===== config.mk =====
export PLATFORM = sky130hd
export DESIGN_NAME = mem_arbiter
export DESIGN_NICKNAME = d
export VERILOG_FILES = /design/src/rtl/mem_arbiter.sv
export SDC_FILE = /design/constraint.sdc
export NUM_CORES = 1
export LEC_CHECK = 0
export CAP_MARGIN = 20
export CORE_MARGIN = 2
export CORE_UTILIZATION = 40
export CTS_CLUSTER_DIAMETER = 80
export CTS_CLUSTER_SIZE = 25
export DETAILED_ROUTE_END_ITERATION = 6
export PLACE_DENSITY = 0.86
export SYNTH_ARGS = -nofsm -noshare
export SYNTH_HDL_FRONTEND = slang
export SYNTH_SLANG_ARGS = --single-unit
export TNS_END_PERCENT = 5

===== constraint.sdc =====
create_clock -name clk -period 12.5 [get_ports clk]
set_input_delay 3.75 -clock clk [delete_from_list [all_inputs] [get_ports clk]]
set_output_delay 3.75 -clock clk [all_outputs]
set_load 0.005 [all_outputs]

===== src/rtl/mem_arbiter.sv =====
// Arbitrates one pipelined synchronous memory port between cpu fetch (read-only) and data (read/write).
// Define MEM_ARB_DPRIO_EN for fixed data-port priority; default build is round-robin.
module mem_arbiter #(
    parameter int AW     = 16,
    parameter int DW     = 16,
    parameter int RD_LAT = 1
) (
    input  logic          clk,
    input  logic          rst,
    input  logic          i_req,
    input  logic [AW-1:0] i_addr,
    output logic          i_gnt,
    output logic          i_rvalid,
    output logic [DW-1:0] i_rdata,
    input  logic          d_req,
    input  logic          d_we,
    input  logic [AW-1:0] d_addr,
    input  logic [DW-1:0] d_wdata,
    output logic          d_gnt,
    output logic          d_rvalid,
    output logic [DW-1:0] d_rdata,
    output logic [AW-1:0] m_raddr,
    output logic          m_re,
    input  logic [DW-1:0] m_rdata,
    output logic [AW-1:0] m_waddr,
    output logic [DW-1:0] m_wdata,
    output logic          m_we
);

    typedef enum logic {
        OWN_I = 1'b0,
        OWN_D = 1'b1
    } owner_t;

    logic i_gnt_c;
    logic d_gnt_c;
    logic d_rd_acc;
    logic d_wr_acc;
    logic push_v;

`ifdef MEM_ARB_DPRIO_EN
    always_comb begin
        i_gnt_c = i_req & ~d_req;
        d_gnt_c = d_req;
    end
`else
    owner_t last_gnt;

    always_comb begin
        i_gnt_c = i_req;
        d_gnt_c = d_req;
        if (i_req && d_req) begin
            i_gnt_c = (last_gnt == OWN_D);
            d_gnt_c = (last_gnt == OWN_I);
        end
    end

    // Pointer only moves on an actual grant, so a dropped request leaves it untouched.
    always_ff @(posedge clk or posedge rst) begin
        if (rst) begin
            last_gnt <= OWN_D;
        end else if (i_gnt_c) begin
            last_gnt <= OWN_I;
        end else if (d_gnt_c) begin
            last_gnt <= OWN_D;
        end
    end
`endif

    assign i_gnt    = i_gnt_c & ~rst;
    assign d_gnt    = d_gnt_c & ~rst;
    assign d_rd_acc = d_gnt & ~d_we;
    assign d_wr_acc = d_gnt & d_we;
    assign push_v   = i_gnt | d_rd_acc;

    always_ff @(posedge clk or posedge rst) begin
        if (rst) begin
            m_re    <= 1'b0;
            m_we    <= 1'b0;
            m_raddr <= '0;
            m_waddr <= '0;
            m_wdata <= '0;
        end else begin
            m_re <= push_v;
            m_we <= d_wr_acc;
            if (i_gnt) begin
                m_raddr <= i_addr;
            end else if (d_rd_acc) begin
                m_raddr <= d_addr;
            end
            if (d_wr_acc) begin
                m_waddr <= d_addr;
                m_wdata <= d_wdata;
            end
        end
    end

    // Stage k holds the access issued k cycles ago; stage RD_LAT lines up with m_rdata.
    logic [RD_LAT:0] trk_v;
    logic [RD_LAT:0] trk_d;

    always_ff @(posedge clk or posedge rst) begin
        if (rst) begin
            trk_v <= '0;
            trk_d <= '0;
        end else begin
            trk_v <= {trk_v[RD_LAT-1:0], push_v};
            trk_d <= {trk_d[RD_LAT-1:0], d_rd_acc};
        end
    end

    assign i_rvalid = trk_v[RD_LAT] & ~trk_d[RD_LAT] & ~rst;
    assign d_rvalid = trk_v[RD_LAT] &  trk_d[RD_LAT] & ~rst;
    assign i_rdata  = m_rdata;
    assign d_rdata  = m_rdata;

endmodule


==> metrics, run 1 <==
Avg Inst Size Synth=15.0 um^2; CTS tree=yes; initial DRC count=24; synth unique cells=18; largest family of logic cells by synthesized area=multiplexers; warnings from Yosys=0; crit end category=primary output; initial antenna violation count=0; CTS sink count=54; TritonCTS Buffers=5; Post-Synth Adder-Cell Area=0; XOR/XNOR Fraction of Synth Area=0; DR pass1 iterations=4; run status=finished clean; GRT Util Overall=0.149; hold path startpoint=trk_d[0]$_DFF_PP0_; DRT antenna net count=0; Initial Utilization=0.408; Reg area=1350 um^2; most used cell, CP=clkdlybuf4s50_1; CP Max Fanout=55; Slowest cell on crit path=buf_4; slew of the pin with the lowest slew margin=794 ps; worst vdd ir=69.8 uV; die footprint=7020 um^2; post-synthesis sequential area ratio=0.531; nets@finish=317; synthesis-stage register bit count=54; Synth Instances=170; Synthesized Nets=239; mapped cell area=2550 um^2; Final Hold Viols=0; Vias=1,524; reg2reg start=last_gnt$_DFFE_PP1P_; Final setup violation count=0; Synth Area in Compound Gates=0.0103; Max Root-Sink Buffers=2; reg2reg end=m_raddr[12]$_DFFE_PP0P_; GRT overflow=0; RSZ-0062 raised after global routing=false; critical path launch point type=input pin; vias per cell=4.67; routed len/inst=15.5 um; post-CTS setup repair buffer count=0; clock transition at the registers of the reported paths=90 ps; Setup TNS=0 ps; max-slew violation count=0; Clk Latency, worst-skew pair=300 ps; largest net degree at the start of global routing=56; WP data arrival=5760 ps; cell depth of the worst flop-to-flop path=5; flop-to-flop setup slack=10,510 ps; number of global-route vias before repair=1,763; leakage=1.52 nW; Post-CTS Resized=0; Clock Skews=4.19 ps; Multi-input gate area=882 um^2; io pins=155; chip height=83.8 um; HPWL Detailed=3760 um; standard-cell rows=29; Tcrit/Tclk final=0.761; WP data required=8750 ps; clock tree root driver cell=clkbuf_8; layout cells sized above 1=0.325; fin crit period=9510 ps; number of diodes=0; Relative slew margins=0.469; Post-Route WL=5060 um; RePlAce Congestion=0.709; hold path depth=0; Filler cells=533; largest stage delay on the critical path=560 ps; post-synthesis simple-gate area fraction=0.0265; WS Path Type=in2out; DRC=0; first-pass GRT wire length=8470 um; core area=6240 um^2; WHS=355 ps; Max-Cap Viols=0; mux contribution to synthesized area=0.310; Util after Layout=0.564; Power per Cell Area=138 nW/um^2; port bufs=106; Hold Path End=trk_d[1]$_DFF_PP0_; Max H-tree Level=2; f_max=105 MHz; die width=83.8 um; Hold Buf Count CTS=0; critical-path cell list=clkdlybuf4s50_1 > inv_2 > buf_4 > and3_1 > clkdlybuf4s50_1; Worst Hold Class=reg2reg; synth-to-layout area growth=38.3%
[placed cells by master (no fill, tap or decap)]
| master | instances |
|---|---|
| mux2_4 | 18 |
| clkinvlp_4 | 1 |
| nor3b_1 | 1 |
| inv_1 | 3 |
| nor2b_1 | 1 |
| a21oi_1 | 1 |
| nor2_1 | 1 |
| nand3_4 | 1 |
| dfstp_2 | 1 |
| buf_6 | 1 |
| clkinv_2 | 1 |
| dfrtp_1 | 53 |
| mux2_2 | 46 |
| nor2_2 | 1 |
| buf_4 | 1 |
| a2bb2oi_1 | 1 |
| a211oi_2 | 1 |
| clkbuf_8 | 6 |
| inv_2 | 1 |
| nand2b_4 | 1 |
| clkdlybuf4s50_1 | 106 |
| and3_1 | 1 |
| nand2_2 | 1 |
[critical path: cells and delay by family]
family                 cells  cell delay, ps
buffers and inverters      4            1720
and+or+nand+nor            1             270
[worst max-delay path by stage]
stage / start / endpoint / cells after the start
floorplan: rst / i_gnt / 4
global placement: rst / d_rvalid / 5
detailed placement: rst / d_rvalid / 5
CTS: rst / d_rvalid / 5
global route: rst / d_rvalid / 5
finish: rst / d_rvalid / 5
[kinds of logic after synthesis]
group,after synthesis
mux,64
buf+inv,41
compound gates,3
simple gates,8
flops,54
[final cells by class]
cell class	count	area share
Sequential cell	54	0.384
Inverter	4	0.00426
Tap cell	77	0.0274
Clock inverter	2	0.00355
Timing Repair Buffer	108	0.307
Multi-Input combinational cell	75	0.251
Clock buffer	6	0.0235
[layer usage]
metal / track usage / wire length, um / up-vias / part of all wire
li1: - / - / 702 / -
met1: 0.181 / 2120 / 754 / 0.42
met2: 0.255 / 2590 / 62 / 0.51
met3: 0.0524 / 325 / 6 / 0.064
met4: 0.0381 / 35 / 0 / 0.0069
met5: 0 / 0 / - / 0
[metrics by stage]
step                cells  power [mW]  setup WS [ps]  area (um^2)
finish                326       0.487           2990         3520
floorplan             170       0.299           3250         2550
CTS                   325       0.495           2920         3510
global placement      317       0.390           2980         3410
detailed placement    317       0.394           2920         3410
global route          326       0.514           2800         3520
[synth_stat cells]
library cell,number,area share
nor2_2,1,0.0025
a2bb2oi_1,1,0.0034
nor2b_1,1,0.0025
dfrtp_1,53,0.52
inv_1,4,0.0059
nand2_2,1,0.0025
dfstp_2,1,0.010
nand3_4,1,0.0069
nand2b_4,1,0.0054
a21oi_1,1,0.0020
buf_6,5,0.022
nor3b_1,1,0.0029
nor2_1,1,0.0015
a211oi_2,1,0.0049
buf_4,32,0.094
mux2_4,18,0.11
and3_1,1,0.0025
mux2_2,46,0.20
[power breakdown]
group          switching, mW  internal (mW)  total, mW
Combinational         0.0421          0.114      0.156
Sequential            0.0204          0.212      0.233
Clock                 0.0538         0.0446     0.0984
Total                  0.116          0.371      0.487
[state kept, by name, summed over array words and instances, names as in the netlist]
signal,cells
m_waddr,16
m_wdata,16
m_we,1
last_gnt,1
trk_v,2
trk_d,2
m_raddr,16
(Power assumes the default switching activity.)
==> run 2: changes to the inputs <==
CORE_UTILIZATION = 37   (was 40)
PLACE_DENSITY = 0.8   (was 0.86)
clock period = 9.9 ns   (was 12.5 ns; I/O delays follow)
==> run 2 against run 1 <==
Hold slack gained 14 ps; non-clock buffer count stayed put; cell area fell by 0.32%; via count increased by 0.13%; critical path type unchanged; critical endpoint is now i_gnt; largest cell class unchanged.
==> metrics, run 2 (same netlist as run 1, synthesis figures left out) <==
core area=6720 um^2 (was 6240 um^2); HPWL Detailed=3820 um (was 3760 um); reg2reg start=last_gnt$_DFFE_PP1P_ (unchanged); largest net degree at the start of global routing=34 (was 56); Max Root-Sink Buffers=2 (unchanged); chip height=87.0 um (was 83.8 um); Clk Latency, worst-skew pair=290 ps (was 300 ps); first-pass GRT wire length=8070 um (was 8470 um); CP Max Fanout=24 (was 55); GRT overflow=0 (unchanged); f_max=126 MHz; synth-to-layout area growth=37.8% (was 38.3%); standard-cell rows=30 (was 29); Hold Path End=trk_d[1]$_DFF_PP0_ (unchanged); TritonCTS Buffers=5 (unchanged); commonest cells after routing, fill and taps aside=clkdlybuf4s50_1 (106), dfrtp_1 (53), mux2_2 (46), mux2_4 (18), clkbuf_8 (5) (was clkdlybuf4s50_1 (106), dfrtp_1 (53), mux2_2 (46), mux2_4 (18), clkbuf_8 (6)); DRC=0 (unchanged); RePlAce Congestion=0.753 (was 0.709); post-CTS setup repair buffer count=0 (unchanged); placed cells=320 (was 317); GRT Util Overall=0.138 (was 0.149); vias per cell=4.65 (was 4.67); Power per Cell Area=172 nW/um^2 (was 138 nW/um^2); Sw Share=0.236 (was 0.239); cell depth of the worst flop-to-flop path=5 (unchanged); Post-CTS Resized=0 (unchanged); Tcrit/Tclk final=0.805; run status=finished clean (unchanged); reg2reg end=m_raddr[11]$_DFFE_PP0P_ (was m_raddr[12]$_DFFE_PP0P_); slew of the pin with the lowest slew margin=802 ps (was 794 ps); Post-Route WL=5180 um (was 5060 um); Util after Layout=0.522 (was 0.564); Relative slew margins=0.463 (was 0.469); port bufs=106 (unchanged); Final Hold Viols=0 (unchanged); leakage=1.51 nW (was 1.52 nW); WS Path Type=in2out (unchanged); routed len/inst=15.8 um (was 15.5 um); Clock Skews=2.77 ps (was 4.19 ps); Max H-tree Level=2 (unchanged); nets@finish=317 (unchanged); number of global-route vias before repair=1,628 (was 1,763); die width=87.0 um (was 83.8 um); Hold Buf Count CTS=0 (unchanged); CTS tree=yes (unchanged); die footprint=7560 um^2 (was 7020 um^2); biggest regs=m_raddr x16, m_waddr x16, m_wdata x16 (unchanged); WP data required=6930 ps (was 8750 ps); DRT antenna net count=0 (unchanged); io pins=155 (unchanged); crit end category=primary output (unchanged); proportion of power drawn by the clock network=0.188 (was 0.202); critical path launch point type=input pin (unchanged); clock transition at the registers of the reported paths=80 ps (was 90 ps); Final Non-Filler Cells=328 (was 326); Initial Utilization=0.379 (was 0.408); Setup TNS=0 ps (unchanged); worst vdd ir=70.4 uV (was 69.8 uV); Power Internal=0.461 mW (was 0.371 mW); hold path startpoint=trk_d[0]$_DFF_PP0_ (unchanged); Worst Hold Class=reg2reg (unchanged); Max-Cap Viols=0 (unchanged); Gate power share=0.328 (was 0.321); clock tree root driver cell=clkbuf_8 (unchanged); Vias=1,526 (was 1,524); initial antenna violation count=0 (unchanged); Final setup violation count=0 (unchanged); initial DRC count=30 (was 24); fin crit period=7970 ps; number of diodes=0 (unchanged); sequential fraction of design power=0.484 (was 0.477); hold path depth=0 (unchanged); WP data arrival=5000 ps (was 5760 ps); most common cell after layout, fill and taps aside=clkdlybuf4s50_1 (unchanged); max-slew violation count=0 (unchanged); layout cells sized above 1=0.315 (was 0.325); flop-to-flop setup slack=7980 ps (was 10,510 ps); CTS sink count=54 (unchanged); Psw=0.142 mW (was 0.116 mW); DR pass1 iterations=4 (unchanged); RSZ-0062 raised after global routing=false (unchanged)
## run 2: changes by cell type in the layout (fill, tap and decap cells not counted)
cell	change
clkinvlp_4	-1
clkinv_2	-1
clkbuf_1	+2
buf_8	+1
clkbuf_8	-1
buf_6	-1
## run 2: area by class of cell
cell class | instances | area [um^2]
clock buffer | 7 | 76.3
fill | 582 | 3210
inverter | 4 | 15.0
multi-input combinational | 75 | 882
sequential | 54 | 1350
tap | 80 | 100
timing repair buffer | 108 | 1080
## run 2: worst max-delay path by stage
stage	end	cells past startpoint	startpoint	slack, ps
5_1_grt	i_gnt	5	rst	1740
4_1_cts	i_gnt	5	rst	1860
3_5_place_dp	i_gnt	5	rst	1850
3_3_place_gp	i_gnt	5	rst	1880
6_report	i_gnt	5	rst	1930
2_1_floorplan	i_gnt	4	rst	2210
## run 2: power by group through the flow
stage	combinational, mW	sequential (mW)	clock [mW]
after floorplan	0.0790	0.299	0
after global placement	0.196	0.296	0
after detailed placement	0.199	0.297	0
after CTS	0.200	0.293	0.120
after global routing	0.212	0.298	0.130
final	0.198	0.292	0.114
## run 2: routing by layer
metal	routed length (um)	vias up	part of all wire	GRT usage
met5	0	-	0	0
li1	-	705	-	-
met1	2160	744	0.42	0.170
met2	2640	63	0.51	0.230
met3	294	14	0.057	0.0370
met4	90	0	0.017	0.0511
## run 2: stage by stage
stage / instance area (um^2) / worst slack [ps] / hold slack [ps] / power [mW]
global route: 3510 / 1740 / 393 / 0.640
CTS: 3490 / 1860 / 376 / 0.614
floorplan: 2550 / 2210 / 331 / 0.378
detailed placement: 3420 / 1850 / 344 / 0.497
global placement: 3420 / 1880 / 334 / 0.492
finish: 3510 / 1930 / 369 / 0.604
## run 2: critical path, cell delays in order
cell             delay, ps
clkdlybuf4s50_1        540
inv_2                  460
nand3_4                380
inv_1                  130
clkdlybuf4s50_1        500
